$ cat config.mk
export PLATFORM = sky130hd
export DESIGN_NAME = i2s_adc_rx
export DESIGN_NICKNAME = d
export VERILOG_FILES = /design/src/rtl/pedal_pkg.sv /design/src/rtl/sync_edge_det.sv /design/src/rtl/i2s_adc_rx.sv
export SDC_FILE = /design/constraint.sdc
export NUM_CORES = 1
export LEC_CHECK = 0
export BUFFER_PORTS_ARGS = -buffer_cell sky130_fd_sc_hd__buf_2
export CAP_MARGIN = 10
export CORE_MARGIN = 2
export CORE_UTILIZATION = 35
export CTS_CLUSTER_SIZE = 28
export DETAILED_ROUTE_END_ITERATION = 8
export PLACE_DENSITY_LB_ADDON = 0.3
export SLEW_MARGIN = 30
export SYNTH_ARGS = -nofsm -noshare
export SYNTH_HDL_FRONTEND = slang
export SYNTH_HIERARCHICAL = 1
export SYNTH_SLANG_ARGS = --single-unit
$ cat constraint.sdc
create_clock -name Clk -period 2.7 [get_ports Clk]
set_input_delay 0.135 -clock Clk [delete_from_list [all_inputs] [get_ports Clk]]
set_output_delay 0.135 -clock Clk [all_outputs]
set_load 0.01 [all_outputs]
$ cat src/rtl/pedal_pkg.sv
// pedal_pkg: shared sample width, sample type and I2S receiver state encoding
// for the pedal chain.
package pedal_pkg;
   localparam int SAMPLE_W = 16;
   typedef logic signed [SAMPLE_W-1:0] sample_t;
   typedef enum logic [1:0] {IDLE, DELAY, SHIFT, PAD} i2s_state_t;
endpackage

$ cat src/rtl/sync_edge_det.sv
// sync_edge_det: multi-flop synchroniser for an asynchronous level, with
// one-cycle rise and fall pulses derived from the synchronised value.
module sync_edge_det #(
   parameter int STAGES = 2
) (
   input  logic i_clk,
   input  logic i_rst_n,
   input  logic i_d,
   output logic o_level,
   output logic o_rise,
   output logic o_fall
);
   logic [STAGES-1:0] r_sync;
   logic              r_prev;
   always_ff @(posedge i_clk or negedge i_rst_n) begin
      if (!i_rst_n) begin
         r_sync <= '0;
         r_prev <= 1'b0;
      end else begin
         r_sync <= {r_sync[STAGES-2:0], i_d};
         r_prev <= r_sync[STAGES-1];
      end
   end
   assign o_level = r_sync[STAGES-1];
   assign o_rise  = o_level & ~r_prev;
   assign o_fall  = ~o_level & r_prev;
endmodule

$ cat src/rtl/i2s_adc_rx.sv
// i2s_adc_rx: oversampling I2S ADC deserialiser; publishes left/right pairs
// atomically and drives the left sample to the pedal board as Signal_out.
module i2s_adc_rx
   import pedal_pkg::*;
#(
   parameter int WIDTH       = SAMPLE_W,
   parameter int SYNC_STAGES = 2
) (
   input  logic             Clk,
   input  logic             Reset_n,
   input  logic             AUD_BCLK,
   input  logic             AUD_ADCLRCK,
   input  logic             AUD_ADCDAT,
   input  logic             Enable,
   input  logic             Err_clr,
   output logic [WIDTH-1:0] Left_out,
   output logic [WIDTH-1:0] Right_out,
   output logic [WIDTH-1:0] Signal_out,
   output logic             Sample_valid,
   output logic             Frame_err
);
   localparam int CW = $clog2(WIDTH + 1);
   logic             w_bclk, w_bclk_rise, w_lrck, w_dat, w_lr_edge, w_last, w_set_err;
   logic [4:0]       w_unused;
   logic [WIDTH-1:0] w_word;
   i2s_state_t       r_state;
   logic             r_chan, r_lr_prev, r_hold_valid, r_valid, r_err;
   logic [CW-1:0]    r_cnt;
   logic [WIDTH-1:0] r_shift, r_left_hold, r_left, r_right;

   sync_edge_det #(.STAGES(SYNC_STAGES)) u_bclk (
      .i_clk(Clk), .i_rst_n(Reset_n), .i_d(AUD_BCLK),
      .o_level(w_bclk), .o_rise(w_bclk_rise), .o_fall(w_unused[0]));
   sync_edge_det #(.STAGES(SYNC_STAGES)) u_lrck (
      .i_clk(Clk), .i_rst_n(Reset_n), .i_d(AUD_ADCLRCK),
      .o_level(w_lrck), .o_rise(w_unused[1]), .o_fall(w_unused[2]));
   sync_edge_det #(.STAGES(SYNC_STAGES)) u_dat (
      .i_clk(Clk), .i_rst_n(Reset_n), .i_d(AUD_ADCDAT),
      .o_level(w_dat), .o_rise(w_unused[3]), .o_fall(w_unused[4]));

   assign w_lr_edge = w_lrck != r_lr_prev;
   assign w_word    = {r_shift[WIDTH-2:0], w_dat};
   assign w_last    = r_cnt == CW'(WIDTH - 1);
   assign w_set_err = Enable && w_bclk_rise && w_lr_edge && (r_state == DELAY || r_state == SHIFT);

   // The bit seen on the LRCK edge itself is the I2S delay bit and is never
   // stored; DELAY therefore receives the MSB on its first bclk_rise.
   always_ff @(posedge Clk or negedge Reset_n) begin
      if (!Reset_n) begin
         r_state      <= IDLE;
         r_chan       <= 1'b0;
         r_lr_prev    <= 1'b0;
         r_hold_valid <= 1'b0;
         r_valid      <= 1'b0;
         r_err        <= 1'b0;
         r_cnt        <= '0;
         r_shift      <= '0;
         r_left_hold  <= '0;
         r_left       <= '0;
         r_right      <= '0;
      end else begin
         r_valid <= 1'b0;
         r_err   <= w_set_err | (r_err & ~Err_clr);
         if (w_bclk_rise) r_lr_prev <= w_lrck;
         if (!Enable) begin
            r_state      <= IDLE;
            r_hold_valid <= 1'b0;
         end else if (w_bclk_rise) begin
            case (r_state)
               IDLE: if (w_lr_edge && !w_lrck) begin
                  r_state <= DELAY;
                  r_chan  <= 1'b0;
                  r_cnt   <= '0;
               end
               DELAY, SHIFT: if (w_lr_edge) begin
                  r_state      <= DELAY;
                  r_chan       <= w_lrck;
                  r_cnt        <= '0;
                  r_hold_valid <= 1'b0;
               end else begin
                  r_shift <= w_word;
                  r_cnt   <= r_cnt + CW'(1);
                  r_state <= w_last ? PAD : SHIFT;
                  if (w_last && !r_chan) begin
                     r_left_hold  <= w_word;
                     r_hold_valid <= 1'b1;
                  end
                  if (w_last && r_chan && r_hold_valid) begin
                     r_left       <= r_left_hold;
                     r_right      <= w_word;
                     r_valid      <= 1'b1;
                     r_hold_valid <= 1'b0;
                  end
               end
               default: if (w_lr_edge) begin
                  r_state <= DELAY;
                  r_chan  <= w_lrck;
                  r_cnt   <= '0;
               end
            endcase
         end
      end
   end

   assign Left_out     = r_left;
   assign Right_out    = r_right;
   assign Signal_out   = r_left;
   assign Sample_valid = r_valid;
   assign Frame_err    = r_err;
endmodule

# Word-level counts from Yosys, hierarchy flattened
# Cells that the tools add are included.
[totals]
register_bits = 82
latch_bits = 0
ramBits = 0
mem_bits_ro = 0
in_bits = 7
output_inout_bits = 50
word_cells = 78
memories = 0
[op_classes]
addsub = 1
n_mul = 0
n_div = 0
magnitude_cmp = 0
n_eq_ne = 10
shifts = 0
muxes = 25
bitwise = 6
n_reduce_logical = 21
[ops]
columns = ["operator", "count"]
rows = [
  ["$mux W1", 15],
  ["$mux W5", 3],
  ["$reduce_and A4 Y1", 3],
  ["$mux W2", 5],
  ["$pmux W5 S2", 1],
  ["$reduce_and A5 Y1", 2],
  ["$ne A4 B1 Y1 const B", 2],
  ["$logic_and A1 B1 Y1", 7],
  ["$reduce_and A3 Y1", 2],
  ["$add A5 B1 Y5 const B", 1],
  ["$eq A5 B4 Y1 const B", 1],
  ["$ne A2 B1 Y1 const B", 2],
  ["$pmux W2 S2", 1],
  ["$ne A3 B3 Y1 const B", 1],
  ["$not A1 Y1", 3],
  ["$reduce_bool A3 Y1", 1],
  ["$and A1 B1 Y1", 2],
  ["$eq A2 B1 Y1 const B", 1],
  ["$eq A2 B2 Y1 const B", 1],
  ["$logic_not A1 Y1", 2],
  ["$logic_not A2 Y1", 1],
  ["$ne A2 B2 Y1 const B", 1],
  ["$reduce_bool A2 Y1", 1],
  ["$reduce_or A2 Y1", 1],
  ["3 further kinds", 3],
]

# Logic depth before layout (Yosys ltp)
# Gate-level depths: netlist of the first run.
[depth]
word_depth = 8
depth_mapped = 8
mapped_depth_nobuf = 6

# Modules after synthesis
# The synthesis of the first run kept the hierarchy.
[modules_own_cells]
columns = ["module", "instances", "cells_per_inst", "area_per_inst_um2", "seq_area_each_um2"]
rows = [
  ["i2s_adc_rx", 1, 258, 3260.6, 1876.8],
  ["sync_edge_det", 3, 5, 90.1, 75.1],
]

# Least setup slack after synthesis of the first run
# OpenSTA, ideal clock, no wires.
[synth_path]
path_type = "reg-to-reg"
startpoint = "reg r_cnt[0]"
endpoint = "reg r_left_hold[10]"
setup_time_ns = 0.125
t_arrival_ns = 1.874
t_required_ns = 2.575
setup_slack_ns = 0.701
stages_incl_launch_ff = 9
n_path_buf = 2
period_less_slack_ns = 1.999
path_cell_list = "dfrtp_1 -> ha_1 -> and3_1 -> ha_1 -> nor3b_2 -> and4_1 -> buf_6 -> buf_12 -> mux2_4"
[synth_via]
elab_chain_len = 3
[synth_rtl]
columns = ["element", "line", "source"]
rows = [
  ["from (decl)", "i2s_adc_rx.sv:28", "logic [CW-1:0] r_cnt;"],
  ["from (signal assigned)", "i2s_adc_rx.sv:82", "r_cnt <= r_cnt + CW'(1);"],
  ["$eq A5 B4 Y1", "i2s_adc_rx.sv:43", "assign w_last = r_cnt == CW'(WIDTH - 1);"],
  ["$logic_and A1 B1 Y1", "i2s_adc_rx.sv:84", "if (w_last && !r_chan) begin"],
  ["$reduce_and A5 Y1 (no source line)", "--", ""],
  ["to (signal assigned)", "i2s_adc_rx.sv:85", "r_left_hold <= w_word;"],
  ["to (decl)", "i2s_adc_rx.sv:29", "logic [WIDTH-1:0] r_shift, r_left_hold, r_left, r_right;"],
]
# No other way between the ends.
# A chain may end at the register's enable or synchronous reset.

# Final worst setup path of the first run
[layout_path]
startpoint = "reg r_state[1]"
endpoint = "reg r_left_hold[1]"
[layout_via]
elab_chain_len = 3
word_cells_on_any_way = 4
classes_between = "eq/ne (2); reduce/logical (2)"
[layout_rtl]
columns = ["element", "line", "source"]
rows = [
  ["from (decl)", "i2s_adc_rx.sv:26", "i2s_state_t r_state;"],
  ["from (signal assigned)", "i2s_adc_rx.sv:83", "r_state <= w_last ? PAD : SHIFT;"],
  ["$eq A2 B1 Y1 or $eq A2 B2 Y1 (tied branches)", "i2s_adc_rx.sv:69", "case (r_state)"],
  ["$reduce_or A2 Y1 (*)", "i2s_adc_rx.sv:69", ""],
  ["$reduce_and A5 Y1 (no source line) (*)", "--", ""],
]
# Every way passes the cells marked *; elsewhere a longest branch is shown, timed or not.

==> flow_metrics.tcl, run 1 <==
set metrics [dict create \
    clk_latency_ns 0.35 \
    worstHoldPathType "in -> reg" \
    powerDensity_nw_per_um2 552 \
    syn_nets 278 \
    cts_sinks 82 \
    dieHeight_um 103 \
    wire_per_inst_um 13.1 \
    required_ns 2.93 \
    p_leak_nw 2.12 \
    r2r_start "r_state[1]" \
    hold_viol 0 \
    post-route-min-period_ns 2.25 \
    drc 0 \
    cts.path.max_buffers 2 \
    arrival_ns 2.48 \
    period_share_pct 83.2 \
    ant_nets 0 \
    cts_tree "built" \
    hold_depth 3 \
    cts_root_buffer "clkbuf_8" \
    routed_wl_mm 5.91 \
    crit_type "reg -> reg" \
    rows 36 \
    rr_endpoint "r_left_hold[1]" \
    drt_first_iter_violations 103 \
    die_w_um 103 \
    hold_path.startpoint "Enable" \
    grt_pass1_vias 1905 \
    diodes 0 \
    antenna_found_initial 0 \
    min_to "Frame_err" \
    slew_headroom_pct 51.2 \
    grt_overflow_total 0 \
    syn_avg_cell_area_um2 12.9 \
    path_clk_slew_ns 0.07 \
    skew_ns 0.00779 \
    grt_first_pass_wirelength_mm 9.62 \
    syn2layout_area_growth_pct 15.2 \
    critPathMaxFanout 16 \
    port_buffers 56 \
    dp.final_hpwl_mm 3.79 \
    initial_utilization_pct 35.7 \
    post_dp_cell_area_um2 3740 \
    yosysWarnings 6 \
    die-area_um2 10600 \
    startpoint_type "flop" \
    rr_worst_depth 7 \
    synthCells 266 \
    holdWs_ns 0.191 \
    grt_use_total_pct 11.9 \
    fin_setup_tns_ns 0 \
    vias_per_cell 4.53 \
    stdcell_area_um2 3970 \
    grt_max_degree 83 \
    cts-buffers-inserted 9 \
    rsz0062_at_grt "false" \
    max-cap-violations 0 \
    setup_viol 0 \
    ir_drop_uv 332 \
    status "finished, final reports clean" \
    worst_pin_slew_ns 0.731 \
    dr.pass1.iters 4 \
    critical_path.endpoint_type "flop" \
    synthesis.area_um2 3440 \
    pin_count 57 \
    final_nets 327 \
    via_count 2045 \
    drive_above_1_share_pct 39.6 \
    slew_viol_final 0 \
    rrSetupSlack_ns 0.45 \
    gp_congestion 0.772 \
    htree_levels 3 \
    max_freq_mhz 445 \
    coreArea_um2 9640 \
]
[per-stage QoR]
step	util, %	cells	total power [W]	setup WS, ns
floorplan	-	266	0.00135	0.701
global placement	38.7	432	0.00139	0.528
detailed placement	38.8	432	0.00140	0.464
CTS	41.1	451	0.00223	0.443
global route	41.1	451	0.00229	0.327
finish	41.1	451	0.00219	0.453
[per-layer routing]
layer | global-route usage (%) | routed length, um
met4 | 4.86 | 73
met1 | 16.5 | 2860
met2 | 17.4 | 2670
met3 | 3.76 | 306
met5 | 0 | 0
[placed cells by master, fill, tap and decap left out, types with 5 or more instances in the layout]
master,instances
dfrtp_1,82
buf_2,55
nand2_1,49
mux2_2,37
clkbuf_8,12
mux2_4,10
inv_1,7
nand3_1,7
ha_1,5
dlygate4sd3_1,5
[power by group]
| group | leakage [nW] | switching (W) | internal (W) |
|---|---|---|---|
| registers | 1.12 | 0.0000216 | 0.00125 |
| clock network | 0.0903 | 0.000412 | 0.000398 |
| logic | 0.907 | 0.0000672 | 0.0000379 |
| total | 2.12 | 0.000500 | 0.00169 |
[worst max-delay path by stage]
stage	startpoint	end	slack, ns
finish	r_state[1]	r_left_hold[1]	0.45
global route	r_state[0]	r_left_hold[4]	0.33
CTS	r_state[1]	r_left_hold[5]	0.44
detailed placement	r_state[1]	r_left_hold[5]	0.46
global placement	r_state[0]	r_left_hold[4]	0.53
floorplan	r_cnt[0]	r_left_hold[10]	0.70
[registers in the layout, summed over array words and instances (netlist names)]
signal and flops:
r_shift 15, Left_out 16, u_bclk/r_prev 1, r_left_hold 16, r_chan 1, Sample_valid 1
r_hold_valid 1, Frame_err 1, Right_out 16, r_lr_prev 1, r_state 2, r_cnt 5
u_lrck/r_sync 2, u_bclk/r_sync 2, u_dat/r_sync 2
[critical path, cell delays in order (launching register included)]
cell      delay (ns)
dfrtp_1         0.38
inv_1           0.05
ha_1            0.54
a21boi_4        0.11
nor3b_2         0.18
and4_1          0.20
buf_4           0.29
mux2_2          0.37
[repair_timing]
item,in CTS,in global routing
resized for setup,0,0
hold endpoints to repair,86,0
hold buffers,5,0
buffers inserted,0,0
[cell type report]
type	instances	area [um2]
Clock buffer	12	165
Inverter	7	26.3
Fill cell	939	5670
Tap cell	133	166
Timing Repair Buffer	66	387
Multi-Input combinational cell	149	1160
Clock inverter	2	12.5
Sequential cell	82	2050
(Power assumes the default switching activity.)
==> inputs of run 2 (changes only) <==
clock period = 2.3 ns   (was 2.7 ns; I/O delays follow)
==> run 2 against run 1 <==
Effect of this change: clock skew decreased by 0.0021 ns; global-route usage shrank 0.11 points; worst setup slack worse by 0.29 ns; critical path type unchanged; critical endpoint unchanged.
==> flow_metrics.tcl, run 2 (synthesis results as in run 1) <==
set metrics [dict create \
    max_stage_delay_ns 0.42 \
    pin_count 57 \
    critical_path.endpoint_type "flop" \
    fin_setup_tns_ns 0 \
    critical_path.cell_chain "ha_1 -> and3_1 -> ha_1 -> nand3_1 -> and4_1 -> buf_12 -> mux2_2" \
    antenna_found_initial 0 \
    critPathBufInv 1 \
    rrSetupSlack_ns 0.16 \
    ant_nets 0 \
    worstHoldPathType "in -> reg" \
    crit_path_frequent_cell "ha_1" \
    multiInputGateArea_um2 1160 \
    hold_viol 0 \
    crit_path_start "r_cnt[0]" \
    hold_path.startpoint "Enable" \
    final_common_cell "dfrtp_1" \
    gp_congestion 0.737 \
    drc 0 \
    grt_first_pass_wirelength_mm 9.65 \
    vias_per_cell 4.49 \
    powerDensity_nw_per_um2 653 \
    slew_viol_final 0 \
    coreArea_um2 9640 \
    via_count 2053 \
    dp.final_hpwl_mm 3.87 \
    grt_overflow_total 0 \
    routed_wl_mm 5.78 \
    seq_area_um2 2050 \
    wire_per_inst_um 12.6 \
    setup_viol 0 \
    max_freq_mhz 468 \
    dieHeight_um 103 \
    worst_pin_slew_ns 0.515 \
    stdcell_area_um2 4040 \
    htree_levels 3 \
    period_share_pct 92.9 \
    drt_first_iter_violations 108 \
    cts_sinks 82 \
    die-area_um2 10600 \
    clk_latency_ns 0.34 \
    ir_drop_uv 304 \
    r2r_start "r_cnt[0]" \
    fill_cells 944 \
    port_buffers 56 \
    crit_path_top_delay_cell "dfrtp_1" \
    required_ns 2.53 \
    post_dp_cell_area_um2 3790 \
    diodes 0 \
    critPathMaxFanout 16 \
    rsz0062_at_grt "false" \
    cts.path.max_buffers 2 \
    critical_path.top_delay_family "simple AND/OR/NAND/NOR gates" \
    cts-buffers-inserted 9 \
    post-route-min-period_ns 2.14 \
    grt_pass1_vias 1978 \
    cts_tree "built" \
    skew_ns 0.00573 \
    rows 36 \
    max-cap-violations 0 \
    syn2layout_area_growth_pct 17.2 \
    final_cell_mix "82 x dfrtp_1, 55 x buf_2, 49 x nand2_1" \
    crit_type "reg -> reg" \
    arrival_ns 2.37 \
    startpoint_type "flop" \
    cts_root_buffer "clkbuf_8" \
    status "finished, final reports clean" \
    slew_headroom_pct 65.6 \
    grt_use_total_pct 11.8 \
    die_w_um 103 \
    p_leak_nw 2.16 \
    drive_above_1_share_pct 40.4 \
    final_nets 331 \
    path_clk_slew_ns 0.07 \
    cts_resized 0 \
    grt_max_degree 45 \
    initial_utilization_pct 35.7 \
    dr.pass1.iters 4 \
]
[run 2: cell types whose count changed in the layout (fill, tap and decap cells not counted)]
cell and delta:
clkinv_2 +2, clkbuf_1 +1, clkinvlp_4 -1, buf_4 +3, buf_12 +2, clkinv_4 +1, bufinv_16 +1, clkbuf_8 -2
buf_6 -1
[run 2: stage by stage]
step / std cells / total power (W) / worst slack [ns] / hold slack [ns] / util (%)
6_report: 457 / 0.00264 / 0.163 / 0.167 / 41.9
3_5_place_dp: 436 / 0.00165 / 0.174 / 0.133 / 39.3
4_1_cts: 457 / 0.00269 / 0.150 / 0.152 / 41.9
5_1_grt: 457 / 0.00277 / 0.0267 / 0.147 / 41.9
3_3_place_gp: 436 / 0.00165 / 0.233 / 0.124 / 39.3
2_1_floorplan: 266 / 0.00158 / 0.301 / -0.181 / -
[run 2: final cells by class]
class | instances | share of cell area [%]
well taps | 133 | 4.12
inverters | 7 | 0.651
flip-flops and latches | 82 | 50.9
clock inverters | 5 | 1.33
repair buffers | 70 | 10.9
multi-input cells | 149 | 28.7
clock buffers | 11 | 3.50
[run 2: path summary, 6_finish.rpt]
check / to / cells past startpoint
max: r_left_hold[1] / 7
min: Frame_err / 3
max reg2reg: r_left_hold[1] / 7
min reg2reg: u_bclk/r_sync[1] / 0
max in group asynchronous: r_state[1] / 3
min in group asynchronous: r_left_hold[8] / 2
[run 2: metal layers]
layer  vias to the layer above  global-route usage (%)  part of all wire, %
li1                        993                       -                    -
met1                      1004                    16.0                   48
met2                        49                    17.8                   47
met3                         7                    4.44                  4.5
met4                         0                    3.34                  1.3
met5                         -                       0                    0
[run 2: report_power, final]
group	leakage (nW)	total (W)	internal (W)	switching (W)
registers	1.12	0.00150	0.00147	0.0000271
logic	0.933	0.000128	0.0000499	0.0000778
clock network	0.103	0.00101	0.000528	0.000484
[run 2: what timing repair did]
item                       in CTS  in global routing
hold buffers                    5                  0
buffers inserted                0                  0
hold endpoints to repair       42                  0
setup endpoints to repair       0                  0
[run 2: worst min-delay path: stages]
cell,delay [ns]
buf_2,0.16
nand3_1,0.11
o22ai_1,0.08
==> inputs of run 3 (changes only) <==
SETUP_SLACK_MARGIN = 0.4   (was default)
==> run 3 against run 2 <==
Effect of this change: utilization grew 2.6 points; cell count grew 3.1%; worst hold slack lost 0.0075 ns; global-route usage grew 0.56 points; sequential share of layout area shrank 3.0 points; highest routed layer unchanged.
==> flow_metrics.tcl, run 3 (synthesis results as in run 1) <==
set metrics [dict create \
    port_buffers 56 \
    cts.path.max_buffers 2 \
    worstHoldPathType "in -> reg" \
    max_freq_mhz 515 \
    ant_nets 0 \
    critPathMaxFanout 4 \
    dr.pass1.iters 4 \
    startpoint_type "flop" \
    r2r_start "r_cnt[0]" \
    dieHeight_um 103 \
    grt_pass1_vias 2049 \
    path_clk_slew_ns 0.08 \
    final_common_cell "dfrtp_1" \
    required_ns 2.53 \
    post-route-min-period_ns 1.94 \
    powerDensity_nw_per_um2 611 \
    routed_wl_mm 6.30 \
    setup_viol 0 \
    rrSetupSlack_ns 0.36 \
    pin_count 57 \
    critical_path.cell_chain "ha_2 -> and3_4 -> ha_4 -> nor3b_4 -> and4_4 -> clkbuf_16 -> mux2_4" \
    syn2layout_area_growth_pct 24.6 \
    critical_path.endpoint_type "flop" \
    cts_tree "built" \
    initial_utilization_pct 35.7 \
    antenna_found_initial 0 \
    place_ws_ns 0.249 \
    worst_pin_slew_ns 0.424 \
    grt_use_total_pct 12.4 \
    p_leak_nw 2.23 \
    rows 36 \
    drc 0 \
    rr_endpoint "r_left_hold[8]" \
    cts-buffers-inserted 9 \
    hold_depth 3 \
    diodes 0 \
    seq_area_um2 2050 \
    crit_path_top_delay_cell "dfrtp_1" \
    clk_latency_ns 0.35 \
    period_share_pct 84.5 \
    final_nets 345 \
    crit_type "reg -> reg" \
    max-cap-violations 0 \
    ir_drop_uv 290 \
    htree_levels 3 \
    grt_first_pass_wirelength_mm 10.2 \
    arrival_ns 2.17 \
    die_w_um 103 \
    grt_overflow_total 0 \
    fin_ws_ns 0.357 \
    skew_ns 0.0104 \
    wire_per_inst_um 13.4 \
    drt_first_iter_violations 70 \
    min_to "Frame_err" \
    status "finished, final reports clean" \
    cts_root_buffer "clkbuf_8" \
    multiInputGateArea_um2 1240 \
    gp_congestion 0.750 \
    fill_cells 907 \
    slew_headroom_pct 71.7 \
    die-area_um2 10600 \
    slew_viol_final 0 \
    max_stage_delay_ns 0.37 \
    cts_sinks 82 \
    critPathBufInv 1 \
    hold_path.startpoint "Enable" \
    drive_above_1_share_pct 45.9 \
    vias_per_cell 4.46 \
    dp.final_hpwl_mm 3.88 \
    rr_worst_depth 7 \
    fin_setup_tns_ns 0 \
    critical_path.top_delay_family "simple AND/OR/NAND/NOR gates" \
    coreArea_um2 9640 \
    grt_max_degree 83 \
    via_count 2100 \
    final_cell_mix "82 x dfrtp_1, 55 x buf_2, 49 x nand2_1" \
    hold_viol 0 \
    rsz0062_at_grt "true" \
]
run 3: cell type report:
type | instances | share of cell area [%]
Clock buffer | 11 | 3.53
Clock inverter | 5 | 0.846
Inverter | 7 | 0.700
Tap cell | 133 | 3.88
Multi-Input combinational cell | 149 | 28.9
Timing Repair Buffer | 84 | 14.3
Sequential cell | 82 | 47.8
run 3: worst register-to-register path, delay by kind of cell, from the launching register on:
family | cells | cell delay, ns
flops | 1 | 0.37
buf+inv | 1 | 0.16
simple gates | 3 | 0.68
fa+ha+maj | 2 | 0.33
mux | 1 | 0.30
run 3: routing by layer:
metal | part of all wire [%] | track usage [%]
met5 | 0 | 0
met4 | 1.1 | 4.86
met3 | 3.1 | 3.23
met2 | 48 | 19.5
met1 | 48 | 16.4
run 3: worst max path at each step:
stage / from / end / slack (ns) / depth (start not counted)
after global placement: r_cnt[1] / r_left_hold[0] / 0.34 / 7
final: r_cnt[0] / r_left_hold[8] / 0.36 / 7
after CTS: r_cnt[0] / r_left_hold[5] / 0.35 / 7
after detailed placement: r_cnt[1] / r_left_hold[3] / 0.25 / 7
after floorplan: r_cnt[0] / r_left_hold[10] / 0.38 / 8
after global routing: r_cnt[0] / r_left_hold[13] / 0.29 / 7
run 3: stage by stage:
stage                     hold slack [ns]  cells  util, %  power, W  instance area [um2]
final                               0.159    471     44.5   0.00262                 4290
after global routing                0.176    471     44.5   0.00274                 4290
after CTS                           0.144    464     43.0   0.00264                 4150
after detailed placement            0.186    437     39.5   0.00165                 3800
after global placement              0.181    437     39.5   0.00165                 3800
after floorplan                    -0.181    266        -   0.00158                 3460
run 3: report_power, final:
part | leakage, nW | total (W) | internal [W] | switching [W]
logic | 1.02 | 0.000151 | 0.0000654 | 0.0000859
registers | 1.12 | 0.00150 | 0.00147 | 0.0000307
clock network | 0.0880 | 0.000969 | 0.000453 | 0.000516
run 3: what timing repair did:
item / in CTS / in global routing
gates cloned: 0 / 3
resized for setup: 9 / 10
pin swaps: 1 / 3
hold endpoints to repair: 86 / 0
endpoints found under the setup margin: 49 / 62
hold buffers: 5 / 0
setup buffers: 6 / 4
